--- src/rtl/a2d_scan_sched.sv ---
// ============================================================================
// Module   : a2d_scan_sched
// Purpose  : Periodic A2D channel scanner with per-channel 2^AVG_LOG2 averaging
// Revision : 1.0 - initial release
// ============================================================================
`default_nettype none

module a2d_scan_sched #(
  parameter int NUM_CH   = 8,
  parameter int PERIOD   = 50000,
  parameter int AVG_LOG2 = 2
) (
  input  logic        clk,
  input  logic        rst_n,
  input  logic        en,
  output logic        strt_cnv,
  output logic [2:0]  chnnl,
  input  logic        cnv_cmplt,
  input  logic [11:0] res,
  input  logic [2:0]  rd_ch,
  output logic [11:0] rd_data,
  output logic        scan_done,
  output logic        avg_vld,
  output logic        ovr,
  input  logic        clr_ovr
);

  localparam int             ACW       = 12 + AVG_LOG2;
  localparam int             SCW       = (AVG_LOG2 > 0) ? AVG_LOG2 : 1;
  localparam logic [15:0]    PCNT_LAST = 16'(PERIOD - 1);
  localparam logic [SCW-1:0] SCNT_LAST = SCW'((1 << AVG_LOG2) - 1);
  localparam logic [2:0]     CH_LAST   = 3'(NUM_CH - 1);

  localparam logic [1:0] S_IDLE  = 2'd0;
  localparam logic [1:0] S_START = 2'd1;
  localparam logic [1:0] S_WAIT  = 2'd2;
  localparam logic [1:0] S_ACC   = 2'd3;

  logic [1:0]     r_state;
  logic [1:0]     w_next;
  logic [15:0]    r_pcnt;
  logic           w_tick;
  logic [2:0]     r_ch;
  logic           r_cmplt_d;
  logic           w_cmplt_rise;
  logic [SCW-1:0] r_scnt;
  logic           w_publish;
  logic           r_ovr;
  logic [ACW-1:0] r_acc    [NUM_CH];
  logic [ACW-1:0] w_sum    [NUM_CH];
  logic [11:0]    r_result [NUM_CH];

  always_ff @(posedge clk or negedge rst_n) begin
    if (!rst_n) begin
      r_pcnt <= '0;
    end else if (!en || r_pcnt == PCNT_LAST) begin
      r_pcnt <= '0;
    end else begin
      r_pcnt <= r_pcnt + 16'd1;
    end
  end

  assign w_tick       = en && (r_pcnt == PCNT_LAST);
  // Only a fresh rising edge counts; a level left over from the last conversion is ignored
  assign w_cmplt_rise = cnv_cmplt && !r_cmplt_d;
  assign w_publish    = (r_scnt == SCNT_LAST);

  always_ff @(posedge clk or negedge rst_n) begin
    if (!rst_n) begin
      r_state <= S_IDLE;
    end else begin
      r_state <= w_next;
    end
  end

  always_comb begin
    w_next = r_state;
    case (r_state)
      S_IDLE:  if (w_tick) w_next = S_START;
      S_START: w_next = S_WAIT;
      S_WAIT:  if (w_cmplt_rise) w_next = S_ACC;
      S_ACC:   w_next = (r_ch == CH_LAST) ? S_IDLE : S_START;
      default: w_next = S_IDLE;
    endcase
  end

  always_comb begin
    strt_cnv  = (r_state == S_START);
    scan_done = (r_state == S_ACC) && (r_ch == CH_LAST);
    avg_vld   = scan_done && w_publish;
  end

  // Channel only moves on entry to START so chnnl is stable for the whole conversion
  always_ff @(posedge clk or negedge rst_n) begin
    if (!rst_n) begin
      r_ch      <= '0;
      r_cmplt_d <= 1'b0;
      r_scnt    <= '0;
      r_ovr     <= 1'b0;
    end else begin
      r_cmplt_d <= cnv_cmplt;
      if (r_state == S_IDLE && w_tick) begin
        r_ch <= '0;
      end else if (r_state == S_ACC && r_ch != CH_LAST) begin
        r_ch <= r_ch + 3'd1;
      end
      if (scan_done) begin
        r_scnt <= w_publish ? '0 : r_scnt + SCW'(1);
      end
      if (w_tick && r_state != S_IDLE) begin
        r_ovr <= 1'b1;
      end else if (clr_ovr) begin
        r_ovr <= 1'b0;
      end
    end
  end

  assign chnnl = r_ch;
  assign ovr   = r_ovr;

  for (genvar g = 0; g < NUM_CH; g++) begin : g_sum
    assign w_sum[g] = r_acc[g] + ((r_ch == 3'(g)) ? ACW'(res) : '0);
  end

  // The publishing ACC folds its own sample in before the shift
  always_ff @(posedge clk or negedge rst_n) begin
    if (!rst_n) begin
      for (int i = 0; i < NUM_CH; i++) begin
        r_acc[i]    <= '0;
        r_result[i] <= '0;
      end
    end else if (r_state == S_ACC) begin
      for (int i = 0; i < NUM_CH; i++) begin
        if (avg_vld) begin
          r_result[i] <= w_sum[i][ACW-1:AVG_LOG2];
          r_acc[i]    <= '0;
        end else begin
          r_acc[i]    <= w_sum[i];
        end
      end
    end
  end

  always_comb begin
    rd_data = '0;
    for (int i = 0; i < NUM_CH; i++) begin
      if (rd_ch == 3'(i)) rd_data = r_result[i];
    end
  end

endmodule

`default_nettype wire

--- config.mk ---
export PLATFORM = sky130hd
export DESIGN_NAME = a2d_scan_sched
export DESIGN_NICKNAME = d
export VERILOG_FILES = /design/src/rtl/a2d_scan_sched.sv
export SDC_FILE = /design/constraint.sdc
export NUM_CORES = 1
export LEC_CHECK = 0
export CAP_MARGIN = 20
export CELL_PAD_IN_SITES_DETAIL_PLACEMENT = 0
export CELL_PAD_IN_SITES_GLOBAL_PLACEMENT = 1
export CORE_ASPECT_RATIO = 1.25
export CORE_MARGIN = 2
export CORE_UTILIZATION = 53
export DETAILED_ROUTE_END_ITERATION = 10
export GPL_ROUTABILITY_DRIVEN = 0
export PLACE_DENSITY = 0.88
export SLEW_MARGIN = 20
export SYNTH_ARGS = -nofsm -noshare
export SYNTH_HDL_FRONTEND = slang
export SYNTH_SLANG_ARGS = --single-unit
--- constraint.sdc ---
create_clock -name clk -period 4.8 [get_ports clk]
set_input_delay 0.48 -clock clk [delete_from_list [all_inputs] [get_ports clk]]
set_output_delay 0.48 -clock clk [all_outputs]
set_load 0.05 [all_outputs]
== Yosys cells after proc, flatten, opt, wreduce, memory -nomap -nowiden ==
Cells that the tools add are included.
Operators by class
  add/sub/neg operators: 11
  equal/unequal tests: 22
  multiplexer cells: 34
  reductions and logical operators: 18
Operator list (count)
  2-to-1 mux 12 bit: 16
  adder 14 x 12 -> 14 bit: 8
  2-to-1 mux 14 bit: 8
  == test 3 bit (second input constant): 8
  adder 16 x 1 -> 16 bit (second input constant): 1
  == test 16 bit (second input constant): 1
  2-to-1 mux 16 bit: 1
  == test 3 x 2 -> 1 bit (second input constant): 4
  case mux 2 bit (4 select lines): 1
  logical AND 1 bit: 7
  == test 2 bit (second input constant): 3
  == test 3 x 1 -> 1 bit (second input constant): 2
  logical NOT 3 bit: 2
  2-to-1 mux 2 bit: 3
  2-to-1 mux 3 bit: 2
  nonzero test 2 bit: 3
  inequality test 2 bit (second input constant): 2
  AND reduction 2 bit: 2
  adder 3 x 1 -> 3 bit (second input constant): 1
  2-to-1 mux 1 bit: 3
  inequality test 3 bit (second input constant): 1
  adder 2 x 1 -> 2 bit (second input constant): 1
  == test 2 x 1 -> 1 bit (second input constant): 1
  logical NOT 1 bit: 2
  2 further kinds: 2
Word-level totals
  register bits after elaboration: 233
  output and inout bits: 19
  logic and storage cells: 107

== Depth between registers and ports, before layout ==
Gate-level depths: netlist (run 1).
  depth after elaboration: 9
  gate-level depth with buffers: 13
  depth with buffers taken out: 12

== Worst setup path after synthesis (run 1) ==
OpenSTA, ideal clock, no wires.
  path kind: reg2reg
  start point: reg r_ch[2], in the netlist chnnl[2]
  end point: reg r_acc[68] (netlist name)
  data arrival time: 3.344 ns
  data required time: 4.735 ns
  setup slack: 1.390 ns
  cell stages (with the launch flop): 14
  cells stage by stage: dfrtp_1 buf_1 clkbuf_1 inv_1 ha_1 and2_1 ha_1 fa_1 a211oi_1 o21bai_1 o22a_1 a211o_1 o21ai_0 a22o_1
On the way
  cells in the longest elaborated chain, start to end: 4
  elaborated cells on any way between the ends: 7
RTL lines
  start, declared: line 43  | logic [2:0] r_ch;
  start signal, assigned: line 105  | r_ch <= r_ch + 3'd1;
  == test 3 x 2 -> 1 bit / == test 3 bit (equally long branches): line 122, 89
  2-to-1 mux 12 bit / logical AND 1 bit (equally long branches): line 122, 89
  adder 14 x 12 -> 14 bit / logical AND 1 bit (equally long branches): line 122, 90
  2-to-1 mux 14 bit *: line 134  | if (avg_vld) begin
  end signal, assigned by index: line 138  | r_acc[i] <= w_sum[i];
  end, declared: line 49  | logic [ACW-1:0] r_acc [NUM_CH];
Every way passes the cells marked *; elsewhere a longest branch is shown, timed or not.
A chain may end at the register's enable or synchronous reset.

== Final worst setup path (run 1) ==
  start point: reg r_ch[0], in the netlist chnnl[0]
  end point: reg r_acc[82] (netlist name)
The elaborated chain is that of the path after synthesis.

==> results of run 1 <==
==> report_power, final <==
part | leakage, nW | switching (mW) | total, mW | internal, mW
Combinational | 4.76 | 0.227 | 0.334 | 0.106
Sequential | 2.69 | 0.00388 | 1.97 | 1.97
Clock | 0.465 | 0.846 | 2.20 | 1.36
Total | 7.91 | 1.08 | 4.51 | 3.43
==> cell families (layout without fill, tap and decap cells) <==
| family | count (synthesis) | in the layout | share of synthesized area [%] |
|---|---|---|---|
| XOR/XNOR | 105 | 105 | 6.26 |
| buffers and inverters | 123 | 148 | 3.20 |
| adder cells (fa/ha/maj) | 116 | 116 | 10.3 |
| multiplexers | 23 | 23 | 2.15 |
| AO/OA/AOI/OAI | 503 | 503 | 22.7 |
| other | 0 | 1 | 0 |
| flip-flops | 233 | 233 | 39.7 |
| AND/OR/NAND/NOR | 483 | 483 | 15.7 |
==> per-layer routing <==
metal / global-route usage (%) / routed length, µm / vias to the layer above
li1: - / - / 5713
met1: 36.7 / 17400 / 5907
met2: 48.7 / 19900 / 334
met3: 3.64 / 2110 / 88
met4: 11.4 / 1630 / 0
met5: 0 / 0 / -
==> path summary, 6_finish.rpt <==
check / from / end
worst max-delay path: chnnl[0]$_DFFE_PN0P_ / r_acc[82]$_DFFE_PN0N_
worst min-delay path: rst_n / r_acc[98]$_DFFE_PN0N_
worst max register to register: chnnl[0]$_DFFE_PN0P_ / r_acc[82]$_DFFE_PN0N_
worst min register to register: r_result[30]$_DFFE_PN0P_ / r_result[30]$_DFFE_PN0P_
max in group asynchronous: rst_n / r_result[70]$_DFFE_PN0P_
min in group clk: cnv_cmplt / r_cmplt_d$_DFF_PN0_
==> metrics by stage <==
stage	cell area, µm²	util, %	total power [mW]
after global placement	15400	56.0	2.34
after detailed placement	15400	56.0	2.34
final	16300	59.5	4.51
after floorplan	14700	-	2.19
after CTS	16300	59.4	4.54
after global routing	16300	59.4	4.64
==> sequential cells by signal, indices dropped and copies added (netlist names) <==
register	cells
r_scnt	2
r_pcnt	16
r_state	2
ovr	1
r_cmplt_d	1
chnnl	3
r_acc	112
r_result	96
==> cell usage after synthesis, drive strengths merged (5+ instances only) <==
| library cell | instances | area share (%) |
|---|---|---|
| xor2 | 57 | 3.4 |
| nand4 | 9 | 0.38 |
| nand2 | 180 | 4.6 |
| dfrtp | 233 | 40 |
| o22a | 5 | 0.30 |
| o2bb2ai | 74 | 4.4 |
| or3 | 11 | 0.47 |
| a22o | 29 | 1.7 |
| xnor2 | 48 | 2.9 |
| a31oi | 7 | 0.30 |
| a211o | 10 | 0.60 |
| clkbuf | 62 | 1.6 |
| o21bai | 14 | 0.72 |
| o31ai | 7 | 0.36 |
| o21a | 24 | 1.2 |
| nor3 | 17 | 0.58 |
| o221ai | 10 | 0.60 |
| nor2 | 88 | 2.2 |
| nor2b | 18 | 0.77 |
| a211oi | 14 | 0.72 |
| mux4 | 6 | 0.92 |
| o21ai | 171 | 5.8 |
| o211ai | 5 | 0.26 |
| a21o | 34 | 1.7 |
| nand3 | 34 | 1.2 |
| nand2b | 13 | 0.55 |
| fa | 8 | 1.1 |
| ha | 108 | 9.2 |
| and2 | 62 | 2.6 |
| mux2i | 9 | 0.61 |
| and3 | 42 | 1.8 |
| a21oi | 77 | 2.6 |
| mux2 | 8 | 0.61 |
| buf | 16 | 0.47 |
| inv | 45 | 1.2 |
==> cell type report <==
| class | instances | area share (%) |
|---|---|---|
| diodes | 1 | 0.0153 |
| repair buffers | 55 | 3.43 |
| flip-flops and latches | 233 | 35.7 |
| well taps | 350 | 2.68 |
| multi-input cells | 1230 | 51.4 |
| clock inverters | 12 | 1.13 |
| inverters | 45 | 1.04 |
| clock buffers | 36 | 4.59 |
==> worst reg2reg max path: cells and delay by family, from the launching register on <==
kind / cells / cell delay [ps]
adder cells (fa/ha/maj): 3 / 840
flip-flops: 1 / 430
buffers and inverters: 1 / 100
AO/OA/AOI/OAI: 5 / 1030
AND/OR/NAND/NOR: 3 / 1380
==> reports/qor.log, run 1 <==
[outcome] status complete, but fails checks
[outcome] violated checks negative hold slack
[power] static leakage 7.91 nW
[timing] Final Hold Vio Count 6
[clock_tree] CTS-repair resized insts 0
[final_layout] final layout net count 1727
[power] areal power density over the cells 276 nW/µm²
[yosys] Post-synth EDFFs 0
[worst_setup_path] minimum setup slack among reg-to-reg paths 940 ps
[die] std cell rows 68
[yosys] synthesized instance count 1586
[yosys] post-synthesis instance area 14700 µm²
[yosys] net count after synthesis 1722
[clock_tree] postcts setup bufs 0
[worst_setup_path] instance count on the critical path 12
[worst_setup_path] number of cells traversed by the worst register-to-register path 12
[yosys] number of synthesis warnings 0
[timing] headroom to the max-slew limit 36.9%
[clock_tree] Reg clk slew, reported paths 60 ps
[timing] actual transition at the worst max-transition pin 946 ps
[detailed_routing] routed length per placed instance 20.9 µm
[yosys] Avg Inst Size Synth 9.26 µm²
[timing] max-slew violation count 0
[placed_design] Setup WS pre-CTS 1040 ps
[detailed_routing] DRC errors left 0
[clock_tree] Worst-Skew Late Latency 540 ps
[placed_design] dpl hpwl 27500 µm
[yosys] dominant synthesized flop cell sky130_fd_sc_hd__dfrtp_1
[clock_tree] sinks on the clock net 233
[worst_setup_path] category of the worst setup path capture point flop
[clock_tree] hold buffer count at cts 0
[clock_tree] clock buffer depth 3
[die] chip width 153 µm
[die] core area 27500 µm²
[final_layout] fraction of final layout cells sized beyond drive strength 1 5.40%
[yosys] flip-flop and latch count after synthesis 233
[die] die outline height 190 µm
[power] peak supply drop 227 µV
[worst_setup_path] total buffers and inverters traversed by the critical path 1
[worst_setup_path] slowest cell delay on critical path 790 ps
[clock_tree] clock tree from TritonCTS yes
[worst_setup_path] kind of critical path reg2reg
[global_routing] maximum number of pins on one net before global-route repair 108
[timing] share of the cycle needed by the critical path after routing 80.4%
[timing] Total Negative Setup Slacks 0 ps
[clock_tree] total clock buffers created by CTS 26
[clock_tree] cell at the root of the clock tree sky130_fd_sc_hd__clkbuf_16
[worst_setup_path] data required time of the worst path 5250 ps
[hold_path] type of the tightest min-delay check in2async
[final_layout] non-filler cells in the finished layout 1962
[global_routing] vias in the first global route 11931
[final_layout] number of filler cells placed in the layout 2391
[die] area of the die 29100 µm²
[global_routing] Tot GR Track Use 28.4%
[detailed_routing] detailed-router iteration count before antenna repair 4
[final_layout] sequential standard cell area 5830 µm²
[timing] final setup violation count 0
[worst_setup_path] CP arrival 4310 ps
[global_routing] total global routing overflow 0
[final_layout] highest-count cells in the layout ignoring fill and taps sky130_fd_sc_hd__dfrtp_1 (233), sky130_fd_sc_hd__nand2_1 (179), sky130_fd_sc_hd__o21ai_0 (170)
[worst_setup_path] CP top delay family simple AND/OR/NAND/NOR gates
[yosys] number of distinct library cell variants in the gate-level netlist after synthesis 56
[detailed_routing] Detailed Route WL 41000 µm
[timing] Worst Hold Margin -37.5 ps
[timing] Max Fclk 259 MHz
[detailed_routing] first-iteration detailed-routing DRC count 719
[run] max-capacitance violation count 0
[timing] final critical path time including I/O delays and setup 3860 ps
[yosys] share of async-settable or async-resettable flops after synthesis 100%
[placed_design] Placed Cells 1913
[final_layout] multi-input logic area 8400 µm²
[die] number of I/O pins 39
[timing] setup clock skew after layout 9.29 ps
[final_layout] Syn-to-layout area delta 11.3%
[detailed_routing] vias per std cell 6.14
[worst_setup_path] crit start category flop
[worst_setup_path] cells along the critical path inv_1, ha_1, nor2b_1, and2_1, ha_1, fa_1, a21oi_1, o21ai_0, o22ai_1, o31a_1, or3_1, o21ai_0
[placed_design] number of buffers added on ports 38
[clock_tree] H-Tree Level Count 1
[worst_setup_path] critical path's slowest cell sky130_fd_sc_hd__nor2b_1
[detailed_routing] Vias 12042
[timing] final worst slack 942 ps
[yosys] sequential fraction of the synthesis area 39.7%
[worst_setup_path] Max Fanout on Critical Path 13
[die] initial cell density of the core 53.4%
[global_routing] number of antenna violations at the first check in global routing 4
[final_layout] most common library cell in the layout ignoring fill and taps sky130_fd_sc_hd__dfrtp_1
[global_routing] global-route wire length before repair 65800 µm
[timing] unrepaired setup endpoints after global routing false
[detailed_routing] final antenna-violating net count 0
Power figures use the tool's default switching activity.
==> run 2: changes to the inputs <==
--- a/config.mk
+++ b/config.mk
@@ -10,10 +10,10 @@
 export CELL_PAD_IN_SITES_GLOBAL_PLACEMENT = 1
 export CORE_ASPECT_RATIO = 1.25
 export CORE_MARGIN = 2
-export CORE_UTILIZATION = 53
+export CORE_UTILIZATION = 45
 export DETAILED_ROUTE_END_ITERATION = 10
 export GPL_ROUTABILITY_DRIVEN = 0
-export PLACE_DENSITY = 0.88
+export PLACE_DENSITY = 0.8
 export SLEW_MARGIN = 20
 export SYNTH_ARGS = -nofsm -noshare
 export SYNTH_HDL_FRONTEND = slang
==> constraint.sdc (replaced) <==
create_clock -name clk -period 3.25 [get_ports clk]
set_input_delay 0.325 -clock clk [delete_from_list [all_inputs] [get_ports clk]]
set_output_delay 0.325 -clock clk [all_outputs]
set_load 0.05 [all_outputs]
==> reports/qor.log, run 2 (synthesis results as in run 1) <==
[outcome] status complete, no violations
[final_layout] Syn-to-layout area delta 15.8%
[worst_setup_path] category of the worst setup path capture point flop
[worst_setup_path] cells along the critical path buf_4, ha_1, ha_2, and2_1, ha_1, fa_1, a211oi_1, o21bai_1, o22a_1, a211o_1, xnor2_1, o21ai_0
[power] areal power density over the cells 386 nW/µm² [+40%]
[final_layout] summed area of non-filler cells in the final layout 17000 µm² [+4.1%]
[worst_setup_path] kind of critical path reg2reg
[die] std cell rows 73 [+7.4%]
[power] clock group share of total power 46.7% [-2.2 points]
[worst_setup_path] data required time of the worst path 3640 ps [-1610 ps]
[timing] share of the cycle needed by the critical path after routing 95.6% [+15 points]
[clock_tree] clock buffer depth 3 [unchanged]
[clock_tree] clock tree from TritonCTS yes
[clock_tree] Worst-Skew Late Latency 550 ps [about the same]
[detailed_routing] Vias 11953 [-0.74%]
[global_routing] number of antenna violations at the first check in global routing 1 [-3]
[global_routing] global-route wire length before repair 65700 µm [-0.21%]
[final_layout] number of flip-flops under the largest register name 112 [unchanged]
[die] number of I/O pins 39 [unchanged]
[detailed_routing] detailed-router iteration count before antenna repair 5 [+1]
[detailed_routing] vias per std cell 5.75 [-6.2%]
[final_layout] number of diodes added for antenna fixing 0 [-1]
[worst_setup_path] CP arrival 3500 ps [-810 ps]
[power] share of power burned in registers 44.4% [+0.7 points]
[clock_tree] postcts setup bufs 0 [unchanged]
[die] initial cell density of the core 45.9% [-7.5 points]
[detailed_routing] final antenna-violating net count 0 [unchanged]
[timing] Max Fclk 322 MHz [+24%]
[detailed_routing] routed length per placed instance 20.2 µm [-3.6%]
[final_layout] most flop-heavy register r_acc
[worst_setup_path] slowest cell delay on critical path 390 ps [-400 ps]
[clock_tree] sinks on the clock net 233 [unchanged]
[die] chip width 166 µm [+8.3%]
[run] max-capacitance violation count 0 [unchanged]
[worst_setup_path] crit start category flop
[hold_path] type of the tightest min-delay check in2reg
[final_layout] highest-count cells in the layout ignoring fill and taps sky130_fd_sc_hd__dfrtp_1 (231), sky130_fd_sc_hd__nand2_1 (179), sky130_fd_sc_hd__o21ai_0 (168)
[power] logic gate share of total power 8.9% [+1.5 points]
[final_layout] most common library cell in the layout ignoring fill and taps sky130_fd_sc_hd__dfrtp_1
[worst_setup_path] origin of the worst setup path chnnl[1]$_DFFE_PN0P_
[timing] actual transition at the worst max-transition pin 900 ps [-46.7 ps]
[worst_setup_path] minimum setup slack among reg-to-reg paths 140 ps [-800 ps]
[final_layout] largest registers r_acc: 112 flops, r_result: 96 flops, r_pcnt: 16 flops
[timing] final setup violation count 0 [unchanged]
[global_routing] maximum number of pins on one net before global-route repair 182 [+69%]
[final_layout] sequential standard cell area 5830 µm² [about the same]
[clock_tree] cell at the root of the clock tree sky130_fd_sc_hd__clkbuf_16
[placed_design] number of buffers added on ports 38 [unchanged]
[worst_setup_path] reg2reg start chnnl[1]$_DFFE_PN0P_
[timing] Final Hold Vio Count 0 [-6]
[placed_design] dpl hpwl 29700 µm [+8.0%]
[global_routing] Tot GR Track Use 25.1% [-3.3 points]
[power] peak supply drop 457 µV [+100%]
[timing] max-slew violation count 0 [unchanged]
[worst_setup_path] number of cells traversed by the worst register-to-register path 12 [unchanged]
[die] core area 32000 µm² [+16%]
[clock_tree] Reg clk slew, reported paths 60 ps [about the same]
[final_layout] number of filler cells placed in the layout 2925 [+22%]
[power] switching power total 1.59 mW [+48%]
[worst_setup_path] Max Fanout on Critical Path 7 [-6]
[clock_tree] H-Tree Level Count 1 [unchanged]
[final_layout] multi-input logic area 8440 µm² [+0.51%]
[hold_path] Hold Path Stages 1
[worst_setup_path] library cell appearing most often on the critical path sky130_fd_sc_hd__ha_1
[placed_design] Placed Cells 2027 [+6.0%]
[timing] final critical path time including I/O delays and setup 3110 ps [-750 ps]
[final_layout] non-filler cells in the finished layout 2077 [+5.9%]
[timing] Total Negative Setup Slacks 0 ps [unchanged]
[detailed_routing] Detailed Route WL 41900 µm [+2.0%]
[worst_setup_path] critical path's slowest cell sky130_fd_sc_hd__dfrtp_1
[global_routing] vias in the first global route 11800 [-1.1%]
[final_layout] fraction of final layout cells sized beyond drive strength 1 9.79% [+4.4 points]
[die] area of the die 34100 µm² [+17%]
[power] design internal power 4.97 mW [+45%]
[timing] headroom to the max-slew limit 39.9% [+3.0 points]
[power] static leakage 8.25 nW [+4.2%]
[final_layout] final layout net count 1781 [+3.1%]
[clock_tree] total clock buffers created by CTS 27 [+3.8%]
[power] switching power as a share of total power 24.3% [+0.40 points]
[placed_design] area post-placement 16100 µm² [+4.2%]
[timing] Worst Hold Margin 249 ps [+286 ps]
[timing] setup clock skew after layout 8.94 ps [-0.354 ps]
[die] die outline height 206 µm [+8.3%]
[hold_path] worst hold path startpoint cnv_cmplt
[final_layout] fraction of the core area covered by cells at the end of the flow 53.2% [-6.3 points]
[detailed_routing] DRC errors left 0 [unchanged]
[detailed_routing] first-iteration detailed-routing DRC count 804 [+12%]
[global_routing] total global routing overflow 0 [unchanged]
## run 2: cell count changes in the layout (fill, tap and decap cells not counted), moves of 3 or more
cell and delta:
sky130_fd_sc_hd__clkinv_2 -3, sky130_fd_sc_hd__nor2b_1 -3, sky130_fd_sc_hd__buf_12 +17, sky130_fd_sc_hd__a211oi_2 +4, sky130_fd_sc_hd__a211oi_1 -4, sky130_fd_sc_hd__clkdlybuf4s50_1 -12
sky130_fd_sc_hd__clkbuf_8 +3, sky130_fd_sc_hd__nor2b_2 +3, sky130_fd_sc_hd__bufinv_16 -3, sky130_fd_sc_hd__buf_4 +47, sky130_fd_sc_hd__clkinvlp_4 +3
## run 2: worst max-delay path: cells and delay by family, from the launching register on
| kind | cells | cell delay, ps |
|---|---|---|
| buffers and inverters | 1 | 140 |
| AO/OA/AOI/OAI | 5 | 1080 |
| AND/OR/NAND/NOR | 1 | 170 |
| flip-flops | 1 | 390 |
| XOR/XNOR | 1 | 130 |
| adder cells (fa/ha/maj) | 4 | 1040 |
## run 2: repair_timing
item,in CTS,in global routing
resized for setup,0,13
endpoints found under the hold margin,92,0
endpoints found under the setup margin,0,31
hold buffers,1,0
## run 2: power by group through the flow
stage / clock, mW / sequential, mW / combinational (mW)
after floorplan: 0 / 2.97 / 0.257
after global placement: 0 / 2.97 / 0.578
after detailed placement: 0 / 2.97 / 0.581
after CTS: 3.13 / 2.91 / 0.584
after global routing: 3.26 / 2.91 / 0.628
final: 3.07 / 2.91 / 0.582
## run 2: path summary, 6_finish.rpt
| check | end |
|---|---|
| worst min-delay path | r_cmplt_d$_DFF_PN0_ |
| max in group asynchronous | r_result[95]$_DFFE_PN0P_ |
| min in group asynchronous | r_acc[43]$_DFFE_PN0N_ |
| worst max-delay path | r_result[58]$_DFFE_PN0P_ |
| worst max register to register | r_result[58]$_DFFE_PN0P_ |
| worst min register to register | r_result[44]$_DFFE_PN0P_ |
## run 2: final cells by class
class	instances	area share (%)
inverters	45	1.00
repair buffers	108	6.73
flip-flops and latches	233	34.3
well taps	412	3.03
multi-input cells	1230	49.7
clock inverters	9	0.603
clock buffers	40	4.67
## run 2: through the flow
stage	setup WS, ps	total power [mW]
floorplan	-1.11	3.23
global placement	160	3.54
detailed placement	104	3.55
CTS	76.6	6.63
global route	-1.56	6.80
finish	142	6.56
## run 2: metal layers
metal / global-route usage (%) / wire length [µm] / up-vias
li1: - / - / 5798
met1: 33.2 / 18400 / 5823
met2: 42.2 / 20100 / 272
met3: 3.35 / 1970 / 60
met4: 8.31 / 1340 / 0
met5: 0 / 0 / -
